[src/rtl/fetch_stage.sv]
// Instruction fetch stage: issues word reads to instruction memory and feeds the IF/ID register,
// with a one-entry skid for stalls and a drain state so an outstanding request is never withdrawn.
module fetch_stage #(
   parameter logic [15:0] RESET_PC = 16'h0000,
   parameter logic [15:0] NOP_WORD = 16'h0000
) (
   input  logic        clk,
   input  logic        reset,
   input  logic        stall,
   input  logic        redirect,
   input  logic [15:0] redirect_pc,
   output logic        imem_req,
   output logic [15:0] imem_addr,
   input  logic        imem_ack,
   input  logic [15:0] imem_data,
   output logic [15:0] instruction,
   output logic [15:0] pc_out,
   output logic        valid
);

   typedef enum logic [1:0] {
      FETCH = 2'd0,
      HOLD  = 2'd1,
      DRAIN = 2'd2
   } state_t;

   state_t      state;
   logic [15:0] pc;
   logic [15:0] skid_instr;
   logic [15:0] skid_pc;
   logic [15:0] target;
   logic        req_q;
   logic        transfer;

   assign imem_req  = req_q;
   assign imem_addr = pc;
   assign transfer  = req_q & imem_ack;

   // req_q is registered so it stays low throughout reset and first rises one edge after release.
   always_ff @(posedge clk or negedge reset) begin
      if (!reset) begin
         state       <= FETCH;
         pc          <= RESET_PC;
         req_q       <= 1'b0;
         instruction <= NOP_WORD;
         pc_out      <= '0;
         valid       <= 1'b0;
         skid_instr  <= '0;
         skid_pc     <= '0;
         target      <= '0;
      end else begin
         case (state)
            FETCH: begin
               if (redirect) begin
                  instruction <= NOP_WORD;
                  valid       <= 1'b0;
                  req_q       <= 1'b1;
                  // With nothing outstanding (transfer done or no request raised) jump directly.
                  if (transfer || !req_q) begin
                     pc    <= redirect_pc;
                     state <= FETCH;
                  end else begin
                     target <= redirect_pc;
                     state  <= DRAIN;
                  end
               end else if (transfer) begin
                  pc <= pc + 16'd1;
                  if (stall) begin
                     skid_instr <= imem_data;
                     skid_pc    <= pc;
                     req_q      <= 1'b0;
                     state      <= HOLD;
                  end else begin
                     instruction <= imem_data;
                     pc_out      <= pc;
                     valid       <= 1'b1;
                     req_q       <= 1'b1;
                     state       <= FETCH;
                  end
               end else begin
                  req_q <= 1'b1;
                  state <= FETCH;
                  if (!stall) begin
                     instruction <= NOP_WORD;
                     valid       <= 1'b0;
                  end
               end
            end

            HOLD: begin
               if (redirect) begin
                  pc          <= redirect_pc;
                  skid_instr  <= '0;
                  skid_pc     <= '0;
                  instruction <= NOP_WORD;
                  valid       <= 1'b0;
                  req_q       <= 1'b1;
                  state       <= FETCH;
               end else if (!stall) begin
                  instruction <= skid_instr;
                  pc_out      <= skid_pc;
                  valid       <= 1'b1;
                  skid_instr  <= '0;
                  skid_pc     <= '0;
                  req_q       <= 1'b1;
                  state       <= FETCH;
               end else begin
                  req_q <= 1'b0;
                  state <= HOLD;
               end
            end

            DRAIN: begin
               instruction <= NOP_WORD;
               valid       <= 1'b0;
               req_q       <= 1'b1;
               if (redirect) begin
                  target <= redirect_pc;
               end
               if (transfer) begin
                  pc    <= redirect ? redirect_pc : target;
                  state <= FETCH;
               end else begin
                  state <= DRAIN;
               end
            end

            default: begin
               req_q <= 1'b0;
               state <= FETCH;
            end
         endcase
      end
   end

`ifndef SYNTHESIS
   // A raised request must keep its address until memory accepts it.
   req_stable: assert property (@(posedge clk) disable iff (!reset)
      (imem_req && !imem_ack) |=> (imem_req && $stable(imem_addr)));
`endif

endmodule

[config.mk]
export PLATFORM = sky130hd
export DESIGN_NAME = fetch_stage
export DESIGN_NICKNAME = d
export VERILOG_FILES = /design/src/rtl/fetch_stage.sv
export SDC_FILE = /design/constraint.sdc
export NUM_CORES = 1
export LEC_CHECK = 0
export ABC_AREA = 1
export CAP_MARGIN = 20
export CELL_PAD_IN_SITES_DETAIL_PLACEMENT = 2
export CELL_PAD_IN_SITES_GLOBAL_PLACEMENT = 2
export CORE_MARGIN = 2
export CORE_UTILIZATION = 33
export DETAILED_ROUTE_END_ITERATION = 12
export PLACE_DENSITY_LB_ADDON = 0.12
export REMOVE_ABC_BUFFERS = 1
export SLEW_MARGIN = 20
export SYNTH_ARGS = -nofsm -noshare
export SYNTH_HDL_FRONTEND = slang
export SYNTH_SLANG_ARGS = --single-unit
[constraint.sdc]
create_clock -name clk -period 2.8 [get_ports clk]
set_input_delay 0.7 -clock clk [delete_from_list [all_inputs] [get_ports clk]]
set_output_delay 0.7 -clock clk [all_outputs]
set_load 0.02 [all_outputs]
==> key figures, run 1 <==
Finish
  – Area of the multi-input gates: 2440 sq um
  – Fin nets: approximately 820
  – Final Instance Area: approximately 6700 sq um
  – Fillers: 1846
  – Share of post-route cells with drive strength above 1: 0.0624
  – N_diodes: 0
  – Area Growth Syn to Fin: 27.4%
  – FF+latch area: 2500 sq um
  – Cell Count, Final, Fillers Out: about 1000
  – Fin util: 0.426

Outcome
  – Status: complete, no violations

Logic synthesis
  – Syn_area_per_cell: between 7 and 8 sq um
  – Main synth FF type: dfrtp_1
  – Area share of fa/ha/maj cells after synthesis: 0.0119
  – Post-synth top cells: 222 x nand2_1, 100 x dfrtp_1, 78 x nand3_1, 70 x nor2_1, 44 x a21oi_1
  – Syn. warnings: 0
  – Most frequent cell after synthesis: nand2_1
  – Largest family of logic cells by synthesized area: simple AND/OR/NAND/NOR gates
  – Yosys top cell area share: 0.474
  – EDFF count, synth: 0
  – Post-Synth Simple-Gate Area: 0.294
  – Compound-Gate Fraction of Synth Area: 0.155
  – Yosys reg bits: 100
  – Area contributors post-synth: dfrtp_1 47%, nand2_1 16%, nand3_1 7.4%, nor2_1 5.0%, a21oi_1 4.2%
  – Syn Std Cell Area: 5280 sq um
  – Netlist cell types: 30
  – Syn Inst Count: ~700
  – Synth Area in XOR/XNOR: 0
  – Area leader, netlist: dfrtp_1
  – Share of the yosys chip area belonging to registers: 0.474
  – Async S/R FF share, synth: 1.00
  – Multiplexer share of the synthesized area: 0

Detailed routing
  – WL per Instance: between 15 and 20 um
  – Final ANT Viol Nets: 0
  – Drt drc: 0
  – DR vias: roughly 5300
  – First-iteration detailed-routing DRC count: between 200 and 300
  – DR pass1 iterations: 4
  – Wirelength, routed: 19100 um
  – Vias/cell: about 5.3

CTS
  – Hold Buf Count CTS: 0
  – Clock Pin Slew Worst Setup and Hold Paths: 80 ps
  – Clock Latency Late Sink: ~360 ps
  – CTS tree: done
  – CTS H-tree depth: 3
  – CTS buffer count: 9
  – Clock Path Buffers: 2
  – Root Buffer: clkbuf_16
  – Post-CTS setup buffers: 0
  – Clk sinks: 100
  – Post-cts resize count: 0

Setup path
  – Crit end category: register
  – Crit path cell chain: inv_1 -> ha_1 -> nor2_2 -> buf_4 -> nand2_1 -> nand2_1 -> nand2_1 -> a21oi_1
  – Worst Setup Start Kind: register
  – Arr. time, crit path: between 2000 and 3000 ps
  – WS Path Type: register to register
  – Req. time, crit path: slightly above 3000 ps
  – Critical-path top delay cell: nor2_2
  – Worst path most repeated cell: nand2_1
  – Maximum fanout along the worst path: 14
  – CP peak stage delay: 680 ps

Timing
  – Period Utilization, post-route: 0.883
  – Slew Viols, Final: 0
  – Sum of negative setup slack: 0 ps
  – Rel. slew slack: 0.461
  – Endpoints failing setup: 0
  – Worst setup margin: between 300 and 400 ps
  – Final hold violations: 0
  – Worst Tran Pin Value: just over 800 ps
  – F_max: just over 400 MHz
  – Hold WS: about 310 ps
  – Final min period: 2470 ps
  – Final Skew: ~13 ps
  – Unrepaired setup endpoints after global routing: false

Floorplanning
  – DIE HEIGHT: approximately 130 um
  – Initial Utilization: 0.335
  – Die width: roughly 130 um
  – Site Rows: 46
  – I/O pins: 87
  – Die ar.: 17000 sq um
  – Core Box Area: 15800 sq um

Power and ir drop
  – Peak VDD IR: between 0.0005 and 0.0006 V
  – PnR Total Power: around 8.1 mW
  – Power Dens Cells: 1200 nW/um^2
  – Leakage: around 3.0 nW

GRT
  – GR Overflow Total: 0
  – Initial antenna violation count: 0
  – Total Routing Usage GR: 0.238
  – First-pass GRT wire length: 31300 um
  – Number of global-route vias before repair: approximately 6000
  – Largest net degree at the start of global routing: 65

Placed design
  – DP Wirelength: around 14000 um
  – Routability cong.: a little under 0.8
  – Pre-CTS WS: approximately 110 ps
  – Port bufs: 86
  – Placed cell count: just under 1000
  – Cell Area, Placed: 6410 sq um

Hold path
  – Class of the worst hold path: input port to async pin

Flow run
  – Max-Cap Viols: 0
sequential cells by signal (all words and copies together), names as in the netlist:
| register | cells |
|---|---|
| skid_pc | 16 |
| imem_addr | 16 |
| pc_out | 16 |
| instruction | 16 |
| imem_req | 1 |
| valid | 1 |
| target | 16 |
| state | 2 |
| skid_instr | 16 |
cell type report:
cell class                 count  share of cell area
tap                          216              0.0402
clock buffer                  12              0.0382
timing repair buffer         109               0.159
clock inverter                 4             0.00838
inverter                      34              0.0190
sequential                   100               0.372
multi-input combinational    526               0.363
layer usage:
metal  wire length [um]  global-route usage  vias to the layer above
met5                  0                   0                        -
met4                285              0.0738                        0
met3                576              0.0240                       22
met2               9700               0.426                       82
met1               8520               0.304                     2679
li1                   -                   -                     2479
cells by family (layout without fill, tap and decap cells):
group / count (synthesis) / count (layout)
adder cells (fa/ha/maj): 5 / 5
flip-flops: 100 / 100
buffers and inverters: 75 / 159
AND/OR/NAND/NOR: 379 / 379
AO/OA/AOI/OAI: 142 / 142
critical path, delay by kind of cell (launching register included):
family / cells / cell delay, ps
adders and majority gates: 1 / 460
and+or+nand+nor: 4 / 890
AOI/OAI and AO/OA: 1 / 120
buffers and inverters: 2 / 470
DFF: 1 / 440
power breakdown:
part           total (mW)  switching [mW]  internal [mW]
Clock                1.35           0.600          0.750
Sequential           2.70           0.567           2.14
Combinational        4.04            2.45           1.59
Total                8.10            3.62           4.48
cell usage in the layout (no fill, tap or decap):
| cell | n |
|---|---|
| a31oi_1 | 24 |
| dfrtp_1 | 100 |
| clkbuf_8 | 2 |
| o22ai_2 | 1 |
| nor2_1 | 70 |
| buf_12 | 3 |
| nand4_1 | 5 |
| clkinv_4 | 2 |
| nor2_2 | 2 |
| nand2_1 | 222 |
| inv_6 | 1 |
| o21ai_2 | 1 |
| o21a_1 | 16 |
| clkbuf_16 | 9 |
| o22ai_1 | 1 |
| nand3_1 | 78 |
| nand3b_2 | 1 |
| inv_2 | 4 |
| inv_1 | 26 |
| buf_4 | 21 |
| bufinv_16 | 1 |
| a21oi_1 | 44 |
| o21bai_1 | 2 |
| clkinv_1 | 4 |
| nor3_4 | 1 |
| o22a_1 | 1 |
| clkbuf_1 | 1 |
| a21boi_0 | 3 |
| clkdlybuf4s50_1 | 85 |
| o21ai_0 | 13 |
| a22o_1 | 3 |
| ha_1 | 5 |
| o21ai_1 | 33 |
worst paths after layout:
path                       slack, ps             startpoint                    endpoint  cells past startpoint
max                              330     state[1]$_DFF_PN0_   imem_addr[10]$_DFFE_PN0P_                      8
min                              310                  reset  skid_instr[13]$_DFFE_PN0P_                      1
max reg2reg                      330     state[1]$_DFF_PN0_   imem_addr[10]$_DFFE_PN0P_                      8
min reg2reg                      490  pc_out[7]$_DFFE_PN0P_       pc_out[7]$_DFFE_PN0P_                      1
max in group asynchronous       1700                  reset     skid_pc[12]$_DFFE_PN0P_                      2
min in group clk                 490  pc_out[7]$_DFFE_PN0P_       pc_out[7]$_DFFE_PN0P_                      1
No activity file was read; power rests on OpenSTA's default activity.
==> run 2, diff against run 1 <==
Settings changed: PLACE_DENSITY set to 0.84, PLACE_DENSITY_LB_ADDON 0.12 to unset.
==> key figures, run 2 (synthesis gave the netlist of run 1 again) <==
Timing
  – Period Utilization, post-route: 0.850
  – F_max: around 420 MHz
  – Final min period: roughly 2400 ps
  – Final Skew: ~7.3 ps
  – Slew Viols, Final: 0
  – Sum of negative setup slack: 0 ps
  – Hold WS: ~240 ps
  – Worst Tran Pin Value: roughly 800 ps
  – Final hold violations: 0
  – Endpoints failing setup: 0
  – Unrepaired setup endpoints after global routing: false
  – Rel. slew slack: 0.453

Floorplanning
  – Initial Utilization: 0.335
  – Die width: between 100 and 150 um
  – DIE HEIGHT: 130 um
  – Die ar.: 17000 sq um
  – Site Rows: between 40 and 50
  – Core Box Area: roughly 16000 sq um
  – I/O pins: 87

Detailed routing
  – Wirelength, routed: 18700 um
  – First-iteration detailed-routing DRC count: 248
  – Vias/cell: around 5.3
  – DR pass1 iterations: 4
  – Drt drc: 0
  – DR vias: approximately 5300
  – WL per Instance: between 15 and 20 um
  – Final ANT Viol Nets: 0

Setup path
  – Crit end category: register
  – Worst Setup Start Kind: register
  – Worst setup startpoint: state[1]$_DFF_PN0_
  – Req. time, crit path: about 3100 ps
  – WS Path Type: register to register
  – Critical R2R Launch: state[1]$_DFF_PN0_
  – Maximum fanout along the worst path: 64
  – Arr. time, crit path: 2650 ps

Finish
  – Commonest non-fill, non-tap cell in the layout: nand2_1
  – N_diodes: 0
  – Cell Count, Final, Fillers Out: between 900 and 1000
  – Fin nets: slightly above 800
  – Share of post-route cells with drive strength above 1: 0.0613
  – Area Growth Syn to Fin: 26.5%
  – Most frequent cells in the layout: 222 x nand2_1, 100 x dfrtp_1, 85 x clkdlybuf4s50_1

Power and ir drop
  – Power Dens Cells: between 1000 and 1500 nW/um^2
  – Leakage: a little under 3 nW
  – PnR Total Power: ~7.9 mW
  – Peak VDD IR: around 0.00036 V

GRT
  – Total Routing Usage GR: 0.229
  – Number of global-route vias before repair: 5804
  – GR Overflow Total: 0
  – Largest net degree at the start of global routing: 65
  – Initial antenna violation count: 0
  – First-pass GRT wire length: ~30000 um

CTS
  – CTS buffer count: 9
  – Root Buffer: clkbuf_16
  – Hold Buf Count CTS: 0
  – Clk sinks: 100
  – CTS tree: done
  – Clock Pin Slew Worst Setup and Hold Paths: approximately 70 ps
  – Post-CTS setup buffers: 0
  – Post-cts resize count: 0
  – CTS H-tree depth: 3
  – Clock Latency Late Sink: roughly 360 ps
  – Clock Path Buffers: 2

Outcome
  – Status: complete, no violations

Placed design
  – Placed cell count: about 1000
  – Routability cong.: slightly below 0.8
  – Port bufs: between 80 and 90
  – DP Wirelength: 13500 um

Flow run
  – Max-Cap Viols: 0

Hold path
  – Class of the worst hold path: input port to async pin
## run 2: final cells by class
cell class | count | area, sq um
multi-input combinational | 526 | 2440
sequential | 100 | 2500
clock buffer | 9 | 225
tap | 216 | 270
timing repair buffer | 107 | 1050
fill | 1840 | 9090
inverter | 34 | 128
clock inverter | 7 | 60.1
## run 2: final timing paths
path / cells after the start / end / slack [ps]
worst max-delay path: 8 / skid_pc[15]$_DFFE_PN0P_ / 420
worst min-delay path: 1 / instruction[8]$_DFFE_PN0P_ / 240
worst max register to register: 8 / skid_pc[15]$_DFFE_PN0P_ / 420
worst min register to register: 2 / skid_pc[13]$_DFFE_PN0P_ / 490
max in group asynchronous: 2 / skid_instr[4]$_DFFE_PN0P_ / 1750
min in group clk: 2 / skid_pc[13]$_DFFE_PN0P_ / 490
## run 2: power by group
group	total (mW)	switching [mW]	internal, mW
Combinational	4.01	2.43	1.58
Sequential	2.71	0.570	2.14
Clock	1.24	0.618	0.618
Total	7.95	3.61	4.33
## run 2: per-layer routing
metal / vias to the layer above / routed length (um) / GRT usage
li1: 2471 / - / -
met1: 2701 / 8410 / 0.290
met2: 73 / 9550 / 0.409
met3: 20 / 435 / 0.0285
met4: 0 / 291 / 0.0713
met5: - / 0 / 0
## run 2: per-stage QoR
stage | instance area (sq um) | util | worst slack [ps]
2_1_floorplan | 5060 | - | 123
3_3_place_gp | 6390 | 0.406 | 214
3_5_place_dp | 6390 | 0.406 | 83.4
4_1_cts | 6680 | 0.424 | 432
5_1_grt | 6680 | 0.424 | 245
6_report | 6680 | 0.424 | 421
## run 2: critical path, stage by stage, from the launching register on
cell and delay [ps]:
dfrtp_1 460, inv_1 140, ha_1 300, buf_4 330, nand2_1 160, nand3b_2 100
buf_4 510, nand2_1 130, o21ai_1 110
==> run 3, diff against run 2 <==
Settings changed: CORE_UTILIZATION 33 to 28, PLACE_DENSITY 0.84 to 0.76.
Clock period 2.8 ns to 1.95 ns, I/O delays scaled along.
==> key figures, run 3 (synthesis gave the netlist of run 1 again) <==
Timing
  – Final min period: roughly 1900 ps
  – Final Skew: a little over 7 ps
  – Sum of negative setup slack: 0 ps
  – Hold WS: 103 ps
  – Slew Viols, Final: 0
  – Period Utilization, post-route: 0.974
  – Worst Tran Pin Value: between 500 and 600 ps
  – F_max: 526 MHz
  – Final hold violations: 0
  – Endpoints failing setup: 0
  – Rel. slew slack: 0.650
  – Worst setup margin: roughly 50 ps

GRT
  – Initial antenna violation count: 0
  – Largest net degree at the start of global routing: between 60 and 70
  – Total Routing Usage GR: 0.205
  – First-pass GRT wire length: 32000 um
  – Number of global-route vias before repair: 5977
  – GR Overflow Total: 0

Setup path
  – Critical R2R Launch: state[1]$_DFF_PN0_
  – Req. time, crit path: 2220 ps
  – Cell family contributing the most delay on the critical path: buffers and inverters
  – Worst Setup Start Kind: input port
  – Maximum fanout along the worst path: 12
  – Arr. time, crit path: 2170 ps
  – Worst setup startpoint: redirect
  – Critical-path top delay cell: clkdlybuf4s50_1
  – Crit path cell chain: clkdlybuf4s50_1 -> buf_4 -> buf_6 -> nand2_1 -> a21oi_2 -> nor2_1 -> nor2_1 -> nand2_1 -> o21ai_0
  – Crit end category: register
  – CP peak stage delay: about 560 ps
  – WS Path Type: input port to register
  – Worst path bufs/invs: 3

Floorplanning
  – Die width: 141 um
  – Site Rows: 50
  – Die ar.: approximately 20000 sq um
  – Initial Utilization: 0.284
  – Core Box Area: about 19000 sq um
  – I/O pins: just under 90
  – DIE HEIGHT: approximately 140 um

Outcome
  – Status: complete, no violations

Finish
  – Final Instance Area: a little over 7000 sq um
  – FF+latch area: 2500 sq um
  – Most frequent cells in the layout: 220 x nand2_1, 98 x dfrtp_1, 79 x clkdlybuf4s50_1
  – N_diodes: 0
  – Area of the multi-input gates: roughly 2500 sq um
  – Area Growth Syn to Fin: 37.9%
  – Fin nets: ~860
  – Share of post-route cells with drive strength above 1: 0.128
  – Commonest non-fill, non-tap cell in the layout: nand2_1
  – Fin util: 0.392
  – Fillers: 2076

Detailed routing
  – Wirelength, routed: around 21000 um
  – DR vias: roughly 5500
  – Vias/cell: around 5
  – Final ANT Viol Nets: 0
  – Drt drc: 0
  – DR pass1 iterations: 4
  – First-iteration detailed-routing DRC count: 256
  – WL per Instance: roughly 20 um

Hold path
  – Class of the worst hold path: input port to async pin

Placed design
  – Pre-CTS WS: -294 ps
  – DP Wirelength: about 14000 um
  – Port bufs: 86
  – Cell Area, Placed: between 6000 and 7000 sq um
  – Routability cong.: roughly 0.83

CTS
  – CTS buffer count: 9
  – Hold Buf Count CTS: 0
  – Root Buffer: clkbuf_16
  – CTS H-tree depth: 3
  – Clock Latency Late Sink: approximately 360 ps
  – Clock Pin Slew Worst Setup and Hold Paths: 70 ps
  – Clock Path Buffers: 2
  – Clk sinks: 100
  – CTS tree: done

Flow run
  – Max-Cap Viols: 0

Power and ir drop
  – Power Dens Cells: between 1500 and 2000 nW/um^2
  – Leakage: approximately 3.3 nW
  – Peak VDD IR: ~0.00051 V
-- run 3: cell type report --
type | count | area share
flip-flops and latches | 100 | 0.344
multi-input cells | 526 | 0.346
clock inverters | 6 | 0.0129
repair buffers | 151 | 0.206
clock buffers | 10 | 0.0328
inverters | 34 | 0.0184
well taps | 234 | 0.0402
-- run 3: path summary, 6_finish.rpt --
check	to	slack, ps	depth (start not counted)
max	imem_addr[6]$_DFFE_PN0P_	50	9
min reg2reg	pc_out[14]$_DFFE_PN0P_	490	1
min	instruction[8]$_DFFE_PN0P_	100	1
max in group asynchronous	imem_addr[8]$_DFFE_PN0P_	1250	2
min in group clk	pc_out[14]$_DFFE_PN0P_	490	1
max reg2reg	skid_instr[12]$_DFFE_PN0P_	140	8
-- run 3: through the flow --
stage | total power [mW] | std cells
floorplan | 7.02 | 660
global placement | 9.75 | 1042
detailed placement | 10.2 | 1042
CTS | 12.3 | 1058
global route | 13.5 | 1061
finish | 12.6 | 1061
-- run 3: timing repair --
action | in CTS | in global routing
pin swaps | 0 | 1
gates cloned | 0 | 3
setup endpoints to repair | 64 | 40
setup buffers | 0 | 0
resized for setup | 13 | 21
-- run 3: routing by layer --
layer	global-route usage	up-vias	routed length (um)
met4	0.0532	0	277
met2	0.363	93	10700
li1	-	2565	-
met5	0	-	0
met1	0.264	2787	9390
met3	0.0283	16	591
-- run 3: power breakdown --
group          leakage (nW)  switching [mW]  internal, mW
logic                  1.91            4.00          2.80
clock network         0.165           0.886          1.18
registers              1.21           0.667          3.07
total                  3.28            5.55          7.05
